--- src/rtl/gf_pkg.sv ---
// Shared types and constants for the GF result receiver.
`timescale 1ns/1ps
package gf_pkg;
    localparam int COORD_W = 10;
    localparam int AREA_W  = 25;
    localparam int CNT_W   = 5;
    // Signed width holding x*y - x*y for unsigned COORD_W operands.
    localparam int CROSS_W = 2*COORD_W + 2;

    typedef enum logic [1:0] {
        IDLE   = 2'd0,
        RECV   = 2'd1,
        CLOSE  = 2'd2,
        REPORT = 2'd3
    } gf_rx_state_t;

    typedef struct packed {
        logic [COORD_W-1:0] x;
        logic [COORD_W-1:0] y;
    } gf_pt_t;
endpackage

--- src/rtl/gf_cross_term.sv ---
// Combinational shoelace cross term a.x*b.y - b.x*a.y on zero-extended coordinates.
`timescale 1ns/1ps
module gf_cross_term
    import gf_pkg::*;
(
    input  gf_pt_t                     a,
    input  gf_pt_t                     b,
    output logic signed [CROSS_W-1:0]  term
);
    localparam int PAD = CROSS_W - COORD_W;

    logic signed [CROSS_W-1:0] ax;
    logic signed [CROSS_W-1:0] ay;
    logic signed [CROSS_W-1:0] bx;
    logic signed [CROSS_W-1:0] by;
    logic signed [CROSS_W-1:0] p0;
    logic signed [CROSS_W-1:0] p1;

    assign ax = $signed({{PAD{1'b0}}, a.x});
    assign ay = $signed({{PAD{1'b0}}, a.y});
    assign bx = $signed({{PAD{1'b0}}, b.x});
    assign by = $signed({{PAD{1'b0}}, b.y});

    assign p0   = ax * by;
    assign p1   = bx * ay;
    assign term = p0 - p1;
endmodule

--- src/rtl/gf_result_rx.sv ---
// GF result stream receiver: counts vertices, optionally recomputes the shoelace area,
// and emits a one-cycle report per burst. Area recomputation built when GF_RX_AREA_CHECK_EN is defined.
`timescale 1ns/1ps
module gf_result_rx
    import gf_pkg::*;
#(
    parameter int MAX_PTS = 16,
    parameter int SUM_W   = 32
) (
    input  logic               clk,
    input  logic               rst,
    input  logic               out_valid,
    input  logic [COORD_W-1:0] out_x,
    input  logic [COORD_W-1:0] out_y,
    input  logic [AREA_W-1:0]  out_area,
    output logic               rpt_valid,
    output logic [AREA_W-1:0]  rpt_area,
    output logic [CNT_W-1:0]   rpt_cnt,
    output logic               rpt_err,
    output logic               rpt_ovf,
    output logic               rpt_drop,
    output gf_rx_state_t       dbg_state
);
    gf_rx_state_t state;
    gf_rx_state_t next_state;

    logic start_burst;
    logic take_beat;
    logic do_close;
    logic clear_drop;

    logic [CNT_W-1:0]  cnt;
    logic [CNT_W-1:0]  cnt_inc;
    logic [31:0]       cnt_ext;
    logic              acc_en;
    logic              few_pts;
    logic              ovf;
    logic [AREA_W-1:0] cap_area;
    logic              drop_q;
    logic [AREA_W-1:0] rpt_area_next;
    logic              area_bad;

    always_ff @(posedge clk) begin
        if (rst) state <= IDLE;
        else     state <= next_state;
    end

    always_comb begin
        next_state = state;
        case (state)
            IDLE:    if (out_valid) next_state = RECV;
            RECV:    if (!out_valid) next_state = CLOSE;
            CLOSE:   next_state = REPORT;
            REPORT:  next_state = out_valid ? RECV : IDLE;
            default: next_state = IDLE;
        endcase
    end

    always_comb begin
        start_burst = 1'b0;
        take_beat   = 1'b0;
        do_close    = 1'b0;
        clear_drop  = 1'b0;
        case (state)
            IDLE:   start_burst = out_valid;
            RECV:   take_beat   = out_valid;
            CLOSE:  do_close    = 1'b1;
            REPORT: begin
                start_burst = out_valid;
                clear_drop  = 1'b1;
            end
            default: ;
        endcase
    end

    assign dbg_state = state;

    assign cnt_inc = (cnt == {CNT_W{1'b1}}) ? cnt : cnt + 1'b1;
    assign cnt_ext = {{(32-CNT_W){1'b0}}, cnt};
    // Only vertices that keep the count within MAX_PTS feed the accumulator.
    assign acc_en  = take_beat && (cnt_ext < 32'(MAX_PTS));
    assign few_pts = cnt < 5'd3;
    assign ovf     = cnt_ext > 32'(MAX_PTS);

    always_ff @(posedge clk) begin
        if (rst) begin
            cnt      <= '0;
            cap_area <= '0;
        end else if (start_burst) begin
            cnt      <= 5'd1;
            cap_area <= out_area;
        end else if (take_beat) begin
            cnt      <= cnt_inc;
        end
    end

`ifdef GF_RX_AREA_CHECK_EN
    gf_pt_t                     first_pt;
    gf_pt_t                     prev_pt;
    gf_pt_t                     beat_pt;
    gf_pt_t                     b_sel;
    logic signed [CROSS_W-1:0]  term;
    logic signed [SUM_W-1:0]    term_ext;
    logic signed [SUM_W-1:0]    sum;
    logic signed [SUM_W-1:0]    sum_fin;
    logic [SUM_W-1:0]           mag;
    logic                       unused_mag;

    assign beat_pt = '{x: out_x, y: out_y};
    // One cross-term unit: the closing edge reuses it with the first vertex as operand.
    assign b_sel   = (state == CLOSE) ? first_pt : beat_pt;

    gf_cross_term u_cross (
        .a    (prev_pt),
        .b    (b_sel),
        .term (term)
    );

    assign term_ext = {{(SUM_W-CROSS_W){term[CROSS_W-1]}}, term};
    assign sum_fin  = sum + term_ext;
    assign mag      = sum_fin[SUM_W-1] ? (~sum_fin + 1'b1) : sum_fin;

    assign rpt_area_next = mag[AREA_W:1];
    assign area_bad      = rpt_area_next != cap_area;
    assign unused_mag    = ^{mag[SUM_W-1:AREA_W+1], mag[0]};

    always_ff @(posedge clk) begin
        if (rst) begin
            first_pt <= '0;
            prev_pt  <= '0;
            sum      <= '0;
        end else if (start_burst) begin
            first_pt <= beat_pt;
            prev_pt  <= beat_pt;
            sum      <= '0;
        end else if (acc_en) begin
            prev_pt  <= beat_pt;
            sum      <= sum_fin;
        end
    end
`else
    logic             unused_coords;
    logic [SUM_W-1:0] unused_sum_w;

    assign rpt_area_next = cap_area;
    assign area_bad      = 1'b0;
    assign unused_coords = ^{out_x, out_y, acc_en};
    assign unused_sum_w  = '0;
`endif

    always_ff @(posedge clk) begin
        if (rst) begin
            rpt_valid <= 1'b0;
            rpt_area  <= '0;
            rpt_cnt   <= '0;
            rpt_err   <= 1'b0;
            rpt_ovf   <= 1'b0;
            rpt_drop  <= 1'b0;
            drop_q    <= 1'b0;
        end else begin
            rpt_valid <= do_close;
            if (do_close) begin
                rpt_area <= rpt_area_next;
                rpt_cnt  <= cnt;
                rpt_err  <= area_bad | few_pts;
                rpt_ovf  <= ovf;
                rpt_drop <= drop_q | out_valid;
                drop_q   <= drop_q | out_valid;
            end else if (clear_drop) begin
                drop_q   <= 1'b0;
            end
        end
    end
endmodule

--- config.mk ---
export PLATFORM = sky130hd
export DESIGN_NAME = gf_result_rx
export DESIGN_NICKNAME = d
export VERILOG_FILES = /design/src/rtl/gf_pkg.sv /design/src/rtl/gf_cross_term.sv /design/src/rtl/gf_result_rx.sv
export SDC_FILE = /design/constraint.sdc
export NUM_CORES = 1
export LEC_CHECK = 0
export BUFFER_PORTS_ARGS = -buffer_cell sky130_fd_sc_hd__buf_4
export CAP_MARGIN = 10
export CORE_ASPECT_RATIO = 1.75
export CORE_MARGIN = 3
export CORE_UTILIZATION = 35
export DETAILED_ROUTE_END_ITERATION = 8
export HOLD_SLACK_MARGIN = 0.12
export PLACE_DENSITY_LB_ADDON = 0.3
export SYNTH_ARGS = -nofsm -noshare
export SYNTH_HDL_FRONTEND = slang
export SYNTH_SLANG_ARGS = --single-unit
--- constraint.sdc ---
create_clock -name clk -period 3.9 [get_ports clk]
set_input_delay 0.195 -clock clk [delete_from_list [all_inputs] [get_ports clk]]
set_output_delay 0.195 -clock clk [all_outputs]
set_load 0.005 [all_outputs]
==> flow_summary.json, run 1 <==
{
  "status": "completed",
  "cp.arrival_ns": 2.41,
  "critical_path.max_stage_delay_ns": 0.93,
  "start_kind": "flip-flop",
  "die_h_um": 118.7,
  "path_max_fanout": 29,
  "setup_tns_ns": 0,
  "nNetsFinal": 397,
  "postSynthCellCount": 268,
  "start_util_pct": 36.49,
  "r2r_slack_ns": 1.72,
  "p_leak_nw": 1.441,
  "combPwrFrac_pct": 26.5,
  "p_switching_w": 0.0006133,
  "path_clk_slew_ns": 0.05,
  "finalSetupViolations": 0,
  "whs_path_depth": 3,
  "crit_chain": "inv_1, ha_1, and2b_1, nand2_1, a21oi_1",
  "cts_buffers": 9,
  "antenna_left": 0,
  "worst_pin_slew_ns": 1.104,
  "cts.path.max_buffers": 2,
  "switching_share_pct": 29.42,
  "timing.rr.end": "cap_area[18]",
  "reg2reg_depth": 5,
  "dieArea_sq_mm": 0.008352,
  "gp_congestion": 0.7010,
  "wl_um": 5436,
  "final_area_sq_mm": 0.003443,
  "power.density_mw_per_mm2": 605.4,
  "port_buffers": 63,
  "overflow": 0,
  "ys_types": 30,
  "antenna_found_initial": 0,
  "holdWs_ns": 0.1380,
  "pin_count": 84,
  "syn-num-nets": 324,
  "worst_hold_startpoint": "out_area[17]",
  "syn_to_final_growth_pct": 35.63,
  "cts_tree": "yes",
  "fmax_mhz": 459.5,
  "mostFrequentLayoutCells": "dfxtp_1 (67), buf_4 (63), nand2_1 (50), mux2i_1 (35), nor2_1 (32)",
  "cts.sinks": 67,
  "peakVddDrop_uv": 486.2,
  "coreArea_sq_mm": 0.006957,
  "detail_route.wl_per_cell_um": 12.73,
  "grt_max_degree": 68,
  "fin_crit_sh_pct": 55.80,
  "drive_gt1_share_pct": 22.16,
  "vias": 2008,
  "ys_ff_latch": 67,
  "grt_pass1_wl_um": 8976,
  "clockRootBuffer": "clkbuf_16",
  "slowest_stage": "and2b_1",
  "hold_end": "cap_area[17]",
  "maxSlewViolCount": 0,
  "die_w_um": 70.38,
  "gr-usage-all-layers_pct": 13.73,
  "pwr-share-seq_pct": 40.8,
  "avgSynthCellArea_sq_um": 9.473,
  "n_antenna_cell": 0,
  "num_rows": 40,
  "drtIter0Drc": 43,
  "crit_type": "reg -> reg",
  "rsz0062_at_grt": "no",
  "internal_power_w": 0.001471,
  "cp.required_ns": 4.14,
  "crit-reg2reg-launch": "dbg_state[0]",
  "relSlewSlack_pct": 26.40,
  "end_kind": "flip-flop",
  "nFillCells": 655,
  "finClkSkew_ns": 0.004982,
  "drc": 0,
  "h-tree-depth": 3,
  "avgViaCountPerCell": 4.703,
  "dp_hpwl_um": 3413,
  "dpl_cell_area_sq_mm": 0.003023,
  "layout_min_cycle_time_ns": 2.176,
  "synth-seq-area-share_pct": 52.83,
  "max-cap-violations": 0,
  "hold_viol": 0,
  "layout_commonest_cell": "dfxtp_1",
  "first_pass_iters": 4,
  "clock_latency_ns": 0.32,
  "clkPwrFrac_pct": 32.7,
  "hold_path_class": "in -> reg",
  "grt_pass1_vias": 1884,
  "synth_area_sq_mm": 0.002539,
  "yosysWarnings": 0
}
[layer usage]
layer | GRT usage (%) | vias to the layer above | wire [um]
li1 | - | 1025 | -
met1 | 14.31 | 940 | 2193
met2 | 23.65 | 38 | 2929
met3 | 4.340 | 5 | 237
met4 | 7.914 | 0 | 75
met5 | 0 | - | 0
[flip-flops by register name, indices dropped and copies added (netlist names)]
| register | cells |
|---|---|
| cap_area | 25 |
| rpt_area | 25 |
| cnt | 5 |
| rpt_cnt | 5 |
| dbg_state | 2 |
| drop_q | 1 |
| rpt_drop | 1 |
| rpt_err | 1 |
| rpt_ovf | 1 |
| rpt_valid | 1 |
[metrics by stage]
stage,utilization [%],total power [W],setup WS (ns),std cells
4_1_cts,49.50,0.002127,1.688,427
3_5_place_dp,43.45,0.001414,1.694,397
2_1_floorplan,-,0.001258,2.221,268
6_report,49.50,0.002085,1.724,427
3_3_place_gp,43.45,0.001402,1.773,397
5_1_grt,49.50,0.002222,1.470,427
[how the worst max path moves through the flow]
stage / from / endpoint
after floorplan: cnt[0] / cnt[3]
after global placement: dbg_state[0] / cap_area[2]
after detailed placement: dbg_state[1] / cap_area[13]
after CTS: dbg_state[0] / cap_area[13]
after global routing: dbg_state[1] / cap_area[22]
final: dbg_state[0] / cap_area[18]
[final cells by class]
type                            count  area [sq um]  share of cell area [%]
Sequential cell                    67          1341                   38.95
Inverter                            5         18.77                  0.5451
Tap cell                           84         105.1                   3.052
Multi-Input combinational cell    178          1085                   31.50
Clock buffer                       13         250.2                   7.267
Timing Repair Buffer               80         643.1                   18.68
[synth_stat cells]
library cell / count / share of area [%]
buf_2: 8 / 1.6
a211oi_2: 1 / 0.49
o21ai_1: 1 / 0.20
nor2_1: 32 / 4.7
o311ai_0: 1 / 0.35
xor2_1: 1 / 0.35
nand2b_1: 4 / 0.99
nand2_1: 50 / 7.4
mux2i_1: 35 / 14
xnor2_1: 1 / 0.35
and3_1: 1 / 0.25
or3_1: 1 / 0.25
inv_1: 5 / 0.74
a221oi_1: 1 / 0.35
dfxtp_1: 67 / 53
a211oi_1: 1 / 0.30
a21oi_1: 29 / 5.7
buf_1: 2 / 0.30
nand4b_1: 1 / 0.35
nor2b_1: 1 / 0.25
clkbuf_1: 4 / 0.59
ha_1: 8 / 3.9
buf_6: 1 / 0.44
and2b_1: 1 / 0.30
buf_4: 3 / 0.89
nand3b_4: 1 / 0.79
nor3_1: 3 / 0.59
o21ai_0: 2 / 0.39
a2111oi_0: 1 / 0.35
nand3_1: 1 / 0.20
[critical path: cells and delay by family (launching register included)]
kind / cells / cell delay (ns)
AOI/OAI and AO/OA: 1 / 0.18
and+or+nand+nor: 2 / 1.05
buffers and inverters: 1 / 0.13
DFF: 1 / 0.39
adders and majority gates: 1 / 0.34
[repair_timing]
action	in CTS	in global routing
endpoints found under the hold margin	17	0
hold buffers	17	0
gates resized for setup	0	0
endpoints found under the setup margin	0	0
setup buffers	0	0
[power groups by stage]
stage / clock, W / combinational [W] / sequential (W)
floorplan: 0 / 0.000406 / 0.000853
global placement: 0 / 0.000542 / 0.000859
detailed placement: 0 / 0.000550 / 0.000864
CTS: 0.000710 / 0.000566 / 0.000851
global route: 0.000736 / 0.000623 / 0.000863
finish: 0.000681 / 0.000553 / 0.000850
[cell families (layout without fill, tap and decap cells)]
kind of cell | after synthesis | count (layout) | share of synthesized area, %
simple gates | 96 | 96 | 16.07
flops | 67 | 67 | 52.83
compound gates | 37 | 37 | 8.132
mux | 35 | 35 | 13.80
buf+inv | 23 | 98 | 4.534
fa+ha+maj | 8 | 8 | 3.943
xor+xnor | 2 | 2 | 0.6901
(Power assumes the default switching activity.)
==> inputs of run 2 (changes only) <==
==> constraint.sdc (replaced) <==
create_clock -name clk -period 2 [get_ports clk]
set_input_delay 0.1 -clock clk [delete_from_list [all_inputs] [get_ports clk]]
set_output_delay 0.1 -clock clk [all_outputs]
set_load 0.005 [all_outputs]
==> flow_summary.json, run 2 (synthesis results as in run 1) <==
{
  "start_kind": "flip-flop",
  "layout_commonest_cell": "buf_4",
  "path_clk_slew_ns": 0.05,
  "avgViaCountPerCell": 4.682,
  "hold_viol": 0,
  "coreArea_sq_mm": 0.006957,
  "p_switching_w": 0.001287,
  "die_h_um": 118.7,
  "pwr-share-seq_pct": 36.1,
  "peakVddDrop_uv": 750.8,
  "clockRootBuffer": "clkbuf_16",
  "drc": 0,
  "internal_power_w": 0.003299,
  "status": "completed",
  "cts_tree": "yes",
  "fin_crit_sh_pct": 89.42,
  "detail_route.wl_per_cell_um": 12.98,
  "overflow": 0,
  "reg_top3": "cap_area (25), rpt_area (25)",
  "nFillCells": 652,
  "postCtsSetupRepairBufs": 0,
  "gr-usage-all-layers_pct": 14.95,
  "multi_input_area_sq_mm": 0.001085,
  "finalSetupViolations": 0,
  "finalNonFillerCells": 444,
  "cts.path.max_buffers": 2,
  "port_buffers": 63,
  "antenna_found_initial": 0,
  "h-tree-depth": 3,
  "nNetsFinal": 411,
  "path_max_fanout": 6,
  "power_w": 0.004586,
  "n_antenna_cell": 0,
  "cts_buffers": 9,
  "gp_congestion": 0.7270,
  "drive_gt1_share_pct": 24.44,
  "relSlewSlack_pct": 55.59,
  "worst_pin_slew_ns": 0.6661,
  "cts_resized": 0,
  "switching_share_pct": 28.06,
  "wl_um": 5763,
  "slowest_stage": "or3_1",
  "first_pass_iters": 4,
  "maxSlewViolCount": 0,
  "vias": 2079,
  "end_kind": "flip-flop",
  "clock_latency_ns": 0.33,
  "cp.arrival_ns": 2.04,
  "dp_cells": 403,
  "hold_path_class": "in -> reg",
  "cts.sinks": 67,
  "start_util_pct": 36.49,
  "finClkSkew_ns": 0.002850,
  "grt_pass1_wl_um": 9784,
  "drtIter0Drc": 144,
  "syn_to_final_growth_pct": 44.41,
  "dieArea_sq_mm": 0.008352,
  "layout_min_cycle_time_ns": 1.788,
  "rsz0062_at_grt": "no",
  "pin_count": 84,
  "cp.required_ns": 2.25,
  "regArea_sq_mm": 0.001341,
  "crit_type": "reg -> reg",
  "critical_path.max_stage_delay_ns": 0.37,
  "combPwrFrac_pct": 25.3,
  "max-cap-violations": 0,
  "num_rows": 40,
  "fmax_mhz": 559.2,
  "power.density_mw_per_mm2": 1251,
  "die_w_um": 70.38,
  "clkPwrFrac_pct": 38.6,
  "grt_max_degree": 68,
  "mostFrequentLayoutCells": "buf_4 (69), dfxtp_1 (67), nand2_1 (50), mux2i_1 (35), nor2_1 (32)",
  "crit_path_frequent_cell": "ha_1",
  "dp_hpwl_um": 3646,
  "crit_chain": "ha_1, and3_1, ha_1, nand3b_4, or3_1, a211oi_2",
  "setup_tns_ns": 0,
  "antenna_left": 0,
  "grt_pass1_vias": 2105,
  "p_leak_nw": 1.550
}
==> run 2: changes by cell type in the layout (fill, tap and decap cells not counted) <==
| cell | before | now |
|---|---|---|
| clkbuf_1 | 3 | 0 |
| clkinvlp_4 | 0 | 1 |
| dlygate4sd3_1 | 17 | 25 |
| clkbuf_8 | 1 | 4 |
| bufinv_16 | 0 | 2 |
| buf_4 | 63 | 69 |
==> run 2: per-stage QoR <==
step	util [%]	instance area (sq um)	worst slack, ns	hold WS [ns]
floorplan	-	2539	0.3212	0.2360
global placement	44.10	3068	0.2599	0.3487
detailed placement	44.10	3068	0.2265	0.3578
CTS	52.70	3666	0.1953	0.1790
global route	52.70	3666	0.1168	0.2046
finish	52.70	3666	0.2116	0.1837
==> run 2: area by class of cell <==
class / count / share of cell area [%]
repair buffers: 94 / 20.96
clock inverters: 3 / 1.843
flip-flops and latches: 67 / 36.59
well taps: 84 / 2.867
multi-input cells: 178 / 29.59
clock buffers: 13 / 7.645
inverters: 5 / 0.5119
==> run 2: worst paths after layout <==
| path | startpoint | to | slack [ns] | cells after the start |
|---|---|---|---|---|
| setup / recovery | cnt[1] | cnt[3] | 0.21 | 6 |
| hold / removal | out_valid | rpt_drop | 0.18 | 3 |
| setup reg to reg | cnt[1] | cnt[3] | 0.21 | 6 |
| hold reg to reg | cap_area[5] | cap_area[5] | 0.45 | 2 |
==> run 2: power by group through the flow <==
stage | registers [W] | clock network (W) | logic (W)
finish | 0.00166 | 0.00177 | 0.00116
global route | 0.00169 | 0.00188 | 0.00129
CTS | 0.00166 | 0.00180 | 0.00118
detailed placement | 0.00169 | 0 | 0.00113
global placement | 0.00168 | 0 | 0.00112
floorplan | 0.00166 | 0 | 0.000791
==> run 2: per-layer routing <==
layer | share of wire (%) | GRT usage, %
met5 | 0 | 0
met4 | 2.3 | 8.393
met3 | 4.1 | 4.426
met2 | 54 | 26.64
met1 | 39 | 15.05
==> run 2: timing repair <==
item | CTS | global route
hold buffers | 25 | 0
endpoints found under the setup margin | 0 | 0
hold endpoints to repair | 25 | 0
==> run 2: worst max-delay path: cells and delay by family, from the launching register on <==
family,cells,cell delay (ns)
AO/OA/AOI/OAI,1,0.20
adder cells (fa/ha/maj),2,0.40
flip-flops,1,0.36
AND/OR/NAND/NOR,3,0.74
